==> src/rtl/dmem_arbiter.sv <==
// Round-robin arbiter sharing the data-memory RAM between the CPU (port 0) and a DMA/debug port (port 1).
// Port 1 may hold a bounded burst lock. Optional stall statistic: define ARB_STATS_EN.
module dmem_arbiter #(
  parameter int DBITS        = 32,
  parameter int DMEMADDRBITS = 16,
  parameter int DMEMWORDBITS = 2,
  parameter int MAXBURST     = 8
) (
  input  logic                                 clk,
  input  logic                                 RESET_N,
  input  logic                                 req0,
  input  logic                                 we0,
  input  logic [DBITS-1:0]                     addr0,
  input  logic [DBITS-1:0]                     wdata0,
  output logic                                 gnt0,
  output logic                                 rvalid0,
  output logic [DBITS-1:0]                     rdata0,
  input  logic                                 req1,
  input  logic                                 we1,
  input  logic [DBITS-1:0]                     addr1,
  input  logic [DBITS-1:0]                     wdata1,
  output logic                                 gnt1,
  output logic                                 rvalid1,
  output logic [DBITS-1:0]                     rdata1,
  input  logic                                 lock1,
  output logic [DMEMADDRBITS-DMEMWORDBITS-1:0] mem_addr,
  output logic                                 mem_we,
  output logic [DBITS-1:0]                     mem_wdata,
  input  logic [DBITS-1:0]                     mem_rdata,
  output logic [15:0]                          stall0_cnt
);

  localparam logic [7:0]       MAXB     = 8'(MAXBURST);
  localparam logic [DBITS-1:0] OOR_DATA = DBITS'(32'hDEADDEAD);

  typedef enum logic {ST_IDLE, ST_LOCKED} state_t;

  state_t     state, state_nx;
  logic       ptr, ptr_nx;
  logic       inhibit, inhibit_nx;
  logic [7:0] count, count_nx;
  logic       arb_ptr;
  logic       in0, in1;
  logic       oor0, oor1;
  logic       unused_addr_bits;

  assign in0 = (addr0[DBITS-1:DMEMADDRBITS] == '0);
  assign in1 = (addr1[DBITS-1:DMEMADDRBITS] == '0);
  assign unused_addr_bits = ^{addr0[DMEMWORDBITS-1:0], addr1[DMEMWORDBITS-1:0]};

  always_ff @(posedge clk or negedge RESET_N) begin
    if (!RESET_N) begin
      state   <= ST_IDLE;
      ptr     <= 1'b0;
      inhibit <= 1'b0;
      count   <= '0;
    end else begin
      state   <= state_nx;
      ptr     <= ptr_nx;
      inhibit <= inhibit_nx;
      count   <= count_nx;
    end
  end

  always_comb begin
    gnt0       = 1'b0;
    gnt1       = 1'b0;
    arb_ptr    = ptr;
    state_nx   = state;
    ptr_nx     = ptr;
    count_nx   = count;
    inhibit_nx = inhibit & lock1;
    if (RESET_N) begin
      if (state == ST_LOCKED && lock1) begin
        gnt1 = req1;
        if (req1) begin
          count_nx = count + 8'd1;
          if (count_nx == MAXB) begin
            state_nx   = ST_IDLE;
            ptr_nx     = 1'b0;
            inhibit_nx = 1'b1;
            count_nx   = '0;
          end
        end
      end else begin
        // Leaving a burst by dropping lock1 arbitrates this same cycle with port 0 favoured.
        arb_ptr = (state == ST_LOCKED) ? 1'b0 : ptr;
        if (req0 && (!req1 || !arb_ptr)) gnt0 = 1'b1;
        else if (req1)                   gnt1 = 1'b1;
        if (gnt0)      ptr_nx = 1'b1;
        else if (gnt1) ptr_nx = 1'b0;
        state_nx = ST_IDLE;
        count_nx = '0;
        if (gnt1 && lock1 && !inhibit) begin
          state_nx = ST_LOCKED;
          count_nx = 8'd1;
        end
      end
    end
  end

  assign mem_addr  = gnt1 ? addr1[DMEMADDRBITS-1:DMEMWORDBITS] : addr0[DMEMADDRBITS-1:DMEMWORDBITS];
  assign mem_wdata = gnt1 ? wdata1 : wdata0;
  assign mem_we    = (gnt0 & we0 & in0) | (gnt1 & we1 & in1);

  always_ff @(posedge clk or negedge RESET_N) begin
    if (!RESET_N) begin
      rvalid0 <= 1'b0;
      rvalid1 <= 1'b0;
      oor0    <= 1'b0;
      oor1    <= 1'b0;
    end else begin
      rvalid0 <= gnt0 & ~we0;
      rvalid1 <= gnt1 & ~we1;
      oor0    <= ~in0;
      oor1    <= ~in1;
    end
  end

  assign rdata0 = rvalid0 ? (oor0 ? OOR_DATA : mem_rdata) : '0;
  assign rdata1 = rvalid1 ? (oor1 ? OOR_DATA : mem_rdata) : '0;

`ifdef ARB_STATS_EN
  always_ff @(posedge clk or negedge RESET_N) begin
    if (!RESET_N)                                 stall0_cnt <= '0;
    else if (req0 && !gnt0 && stall0_cnt != '1)   stall0_cnt <= stall0_cnt + 16'd1;
  end
`else
  assign stall0_cnt = '0;
`endif

endmodule

==> config.mk <==
export PLATFORM = sky130hd
export DESIGN_NAME = dmem_arbiter
export DESIGN_NICKNAME = d
export VERILOG_FILES = /design/src/rtl/dmem_arbiter.sv
export SDC_FILE = /design/constraint.sdc
export NUM_CORES = 1
export LEC_CHECK = 0
export ABC_AREA = 1
export CAP_MARGIN = 20
export CORE_AREA = 2 2 117 119
export CTS_CLUSTER_SIZE = 12
export DETAILED_ROUTE_END_ITERATION = 12
export DIE_AREA = 0 0 119 121
export DONT_BUFFER_PORTS = 1
export GPL_TIMING_DRIVEN = 0
export PLACE_DENSITY = 0.36
export SLEW_MARGIN = 20
export SYNTH_ARGS = -nofsm -noshare
export SYNTH_HDL_FRONTEND = slang
export SYNTH_SLANG_ARGS = --single-unit
==> constraint.sdc <==
create_clock -name clk -period 1.4 [get_ports clk]
set_input_delay 0.07 -clock clk [delete_from_list [all_inputs] [get_ports clk]]
set_output_delay 0.07 -clock clk [all_outputs]
set_load 0.01 [all_outputs]
==> results by stage <==
Run status:
- The run finished, with violations left.
- The checks that failed: negative hold slack, negative setup slack.

Floorplan:
- The die height is 121 microns.
- The total core area is 0.0131 sq mm.
- The number of I/O pins is 298.
- The number of cell rows is 42.
- The die covers 0.0144 sq mm.
- The initial utilization of the core area, before any placement, comes to 0.163.
- Measured along the x axis, the die boundary spans 119 microns.

Logic synthesis:
- Of the synthesized area, sequential elements account for 0.176.
- Synthesis inferred 15 register bits.
- The most frequently used flop master after synthesis is dfrtp_1.
- In this run the mean area of a mapped cell was 5.25 sq um.
- Yosys mapped a number of flops with a built-in enable equal to 0.
- After synthesis, the share of flip-flops with an asynchronous set or reset is 1.00.
- Yosys printed 0 warnings.
- In the post-synthesis netlist, the biggest area contributors are nand2_1, dfrtp_1, a21oi_1.
- The cell type contributing the most total cell area after synthesis is nand2_1.
- The mapped netlist covers 0.00213 sq mm.
- The share of synthesized area in the top cell type comes to 0.301.
- Counting distinct cell types in the post-synthesis netlist gives 25.
- The post-synthesis cell count is 406.

Timing:
- The total negative setup slack is -8.07 ns.
- Setup repair after global routing could not meet its margin everywhere.
- On the final layout, the worst clock skew is 0.00286 ns.
- The worst path in the final design needs a cycle of 1.62 ns, including I/O delays and setup.
- The max-slew violation count is 0.
- Headroom to the max-slew limit came out at 0.474.
- Across all hold checks on the routed design, the worst slack comes to -0.00721 ns.
- Setup violations remaining at the end of the flow were counted as 50.
- The final count of hold timing violations came to 1.
- Based on the critical path, the design can be clocked at up to 619 MHz.
- Dividing the final minimum period by the clock period gives 1.15.
- The post-layout worst setup margin is -0.216 ns.
- The transition time at the pin with the least slew margin is 0.787 ns.

Detailed routing:
- The pre-antenna-repair detailed-routing pass consisted of 4 iterations.
- The remaining number of nets flagged by the antenna check after routing is 0.
- The total wirelength of the detailed-routed design is 10,200 microns.
- In the final routed layout, each cell accounts on average for 16.4 microns.
- The initial detailed-routing violation count is 95.
- The final route contains 2,829 vias.
- After detailed routing, the number of remaining DRC violations is 0.
- After detailed routing, the number of vias per cell comes to 4.56.

Clock network:
- For this design, the sink count on the clock tree is 15.
- The root cell of the clock tree is clkbuf_16.
- The register clock-pin slew on the reported worst setup and hold paths is 0.05 ns.
- The clock latency on the worst-skew pair is 0.24 ns.
- TritonCTS created 3 clock buffers.
- In this run the number of H-tree levels came out at 1.
- The number of buffers on the longest clock path is 2.
- TritonCTS built the clock tree.

Power and ir drop:
- After layout, the design draws a total of 0.00198 W.
- The power per cell area is 579 mW/mm^2.
- The leakage component of the power is 1.66 nW.
- IR analysis of the VDD net gives a maximum drop of 0.271 mV.

Setup path:
- On the worst path, the slowest cell contributes a delay of 0.41 ns.
- The family with the most delay on the worst path is simple AND/OR/NAND/NOR gates.
- The kind of start point of the critical path is a flop.
- Traced cell by cell, the critical path runs through nand2_2, nand3_4, nand2_4, clkinv_4, buf_12, buf_8, nand2_1, nand2_2.
- The arrival time at the worst endpoint is 1.55 ns.
- The cell with the largest stage delay on the worst path is dfrtp_1.
- The critical path contains buffers and inverters numbering 3 combined.
- The critical path's most frequent cell is nand2_2.
- The highest fanout seen on the critical path is 8.
- Data on the critical path is required at its endpoint by 1.33 ns.
- The critical path is of the flop to output pin type.
- STA classifies the critical path endpoint as an output pin.

GRT:
- The number of antenna violations at the first check in global routing is 0.
- The total global-route track usage is 0.115.
- The number of global-route vias before repair is 2,500.
- The first global-routing pass estimated 12,800 microns of wire.
- Entering global routing, the biggest net connects 17 pins.
- Global routing finished with a remaining overflow of 0.

Cells and area:
- Leaving out fill and tap cells, the most frequent cell in the layout is nand2_1.
- The top cell types in the final layout, fill and taps aside, are nand2_1, nand2_2, inv_1.
- For this run, the post-layout net count is 614.
- Counting the fill cells in the layout gives 1,422.
- From synthesis to final layout, the design area changed by 60.5%.
- In the final layout, the share of cells above drive strength 1 is 0.484.
- The final antenna diode count is 0.

Min path:
- In this run the worst hold path is classified as primary input to flop.

Run:
- Max-cap violations in this run came to 0.

Placed design:
- The number of buffers added on ports is 0.
- The routability-driven placement congestion ratio is 0.793.
- Summed over all nets, the half-perimeter wirelength after detailed placement is 7890 microns.
## logic make-up after synthesis
kind of cell	after synthesis	share of synthesized area
AND/OR/NAND/NOR	241	0.463
buffers and inverters	88	0.202
AO/OA/AOI/OAI	59	0.146
flip-flops	15	0.176
adder cells (fa/ha/maj)	2	0.0117
other	1	0.00176
## metrics by stage
step           hold WS [ns]  setup WS (ns)  instance area, sq um  utilization  std cells
2_1_floorplan        -0.226         0.0103                  2190            -        421
3_5_place_dp         -0.225         -0.196                  2410        0.184        597
6_report           -0.00721         -0.216                  3420        0.262        620
5_1_grt              0.0105         -0.280                  3420        0.262        620
4_1_cts              0.0203         -0.214                  2890        0.221        615
3_3_place_gp         -0.225         -0.201                  2410        0.184        597
## worst register-to-register path, cell delays in order, from the launching register on
cell and delay, ns:
dfrtp_2 0.43, ha_4 0.20, nand2_2 0.06, nand2_2 0.07
nor2_4 0.08, nand3_2 0.08, nor2_2 0.09, nand2_2 0.09
nand2_4 0.10, nand2_2 0.04, nand2_1 0.05, nand2_1 0.04
## registers in the layout (all words and copies together) (netlist names)
register,count
count,8
ptr,1
state,1
oor0,1
inhibit,1
rvalid0,1
oor1,1
rvalid1,1
## final timing paths
path / startpoint / end / slack [ns] / depth (start not counted)
max: state / mem_wdata[9] / -0.22 / 8
min: addr0[30] / oor0 / -0.007 / 2
max reg2reg: count[0] / ptr / -0.06 / 11
min reg2reg: ptr / ptr / 0.50 / 2
max in group asynchronous: RESET_N / count[3] / 0.50 / 1
min in group asynchronous: RESET_N / ptr / 0.35 / 1
## metal layers
layer  GRT usage  vias to the layer above  wire length, microns
met5           0                        -                     0
met4      0.0603                        0                   414
met3      0.0202                       28                   848
met2       0.222                      220                  5360
met1       0.118                     1281                  3550
li1            -                     1300                     -
## synth_stat cells (3+ instances only)
| cell type | n |
|---|---|
| o21ai_0 | 5 |
| nand3_1 | 11 |
| dfrtp_1 | 15 |
| nand2_2 | 6 |
| clkbuf_1 | 11 |
| nand4_1 | 4 |
| nor4_1 | 4 |
| o22ai_1 | 3 |
| inv_1 | 48 |
| buf_6 | 3 |
| nor3_1 | 10 |
| nand2_1 | 171 |
| inv_2 | 4 |
| nor2_1 | 30 |
| a21oi_1 | 48 |
| buf_4 | 20 |
## final cells by class
type	instances	area [sq um]	area share
Clock buffer	4	78.8	0.0230
Sequential cell	15	380	0.111
Timing Repair Buffer	19	236	0.0691
Tap cell	176	220	0.0644
Buffer	36	314	0.0918
Multi-Input combinational cell	318	1990	0.582
Inverter	52	200	0.0585
## where the power goes
part           leakage (nW)  total (W)  switching (W)  internal [W]
logic                  1.44   0.000933       0.000584      0.000349
registers             0.187   0.000489      0.0000295      0.000460
clock network        0.0382   0.000560       0.000175      0.000386
## timing repair
item / CTS / global route
pin swaps: 3 / 32
hold buffers: 4 / 0
buffers inserted: 9 / 2
gates cloned: 1 / 3
endpoints found under the hold margin: 19 / 0
endpoints found under the setup margin: 112 / 94
gates resized for setup: 92 / 130
(Power assumes the default switching activity.)
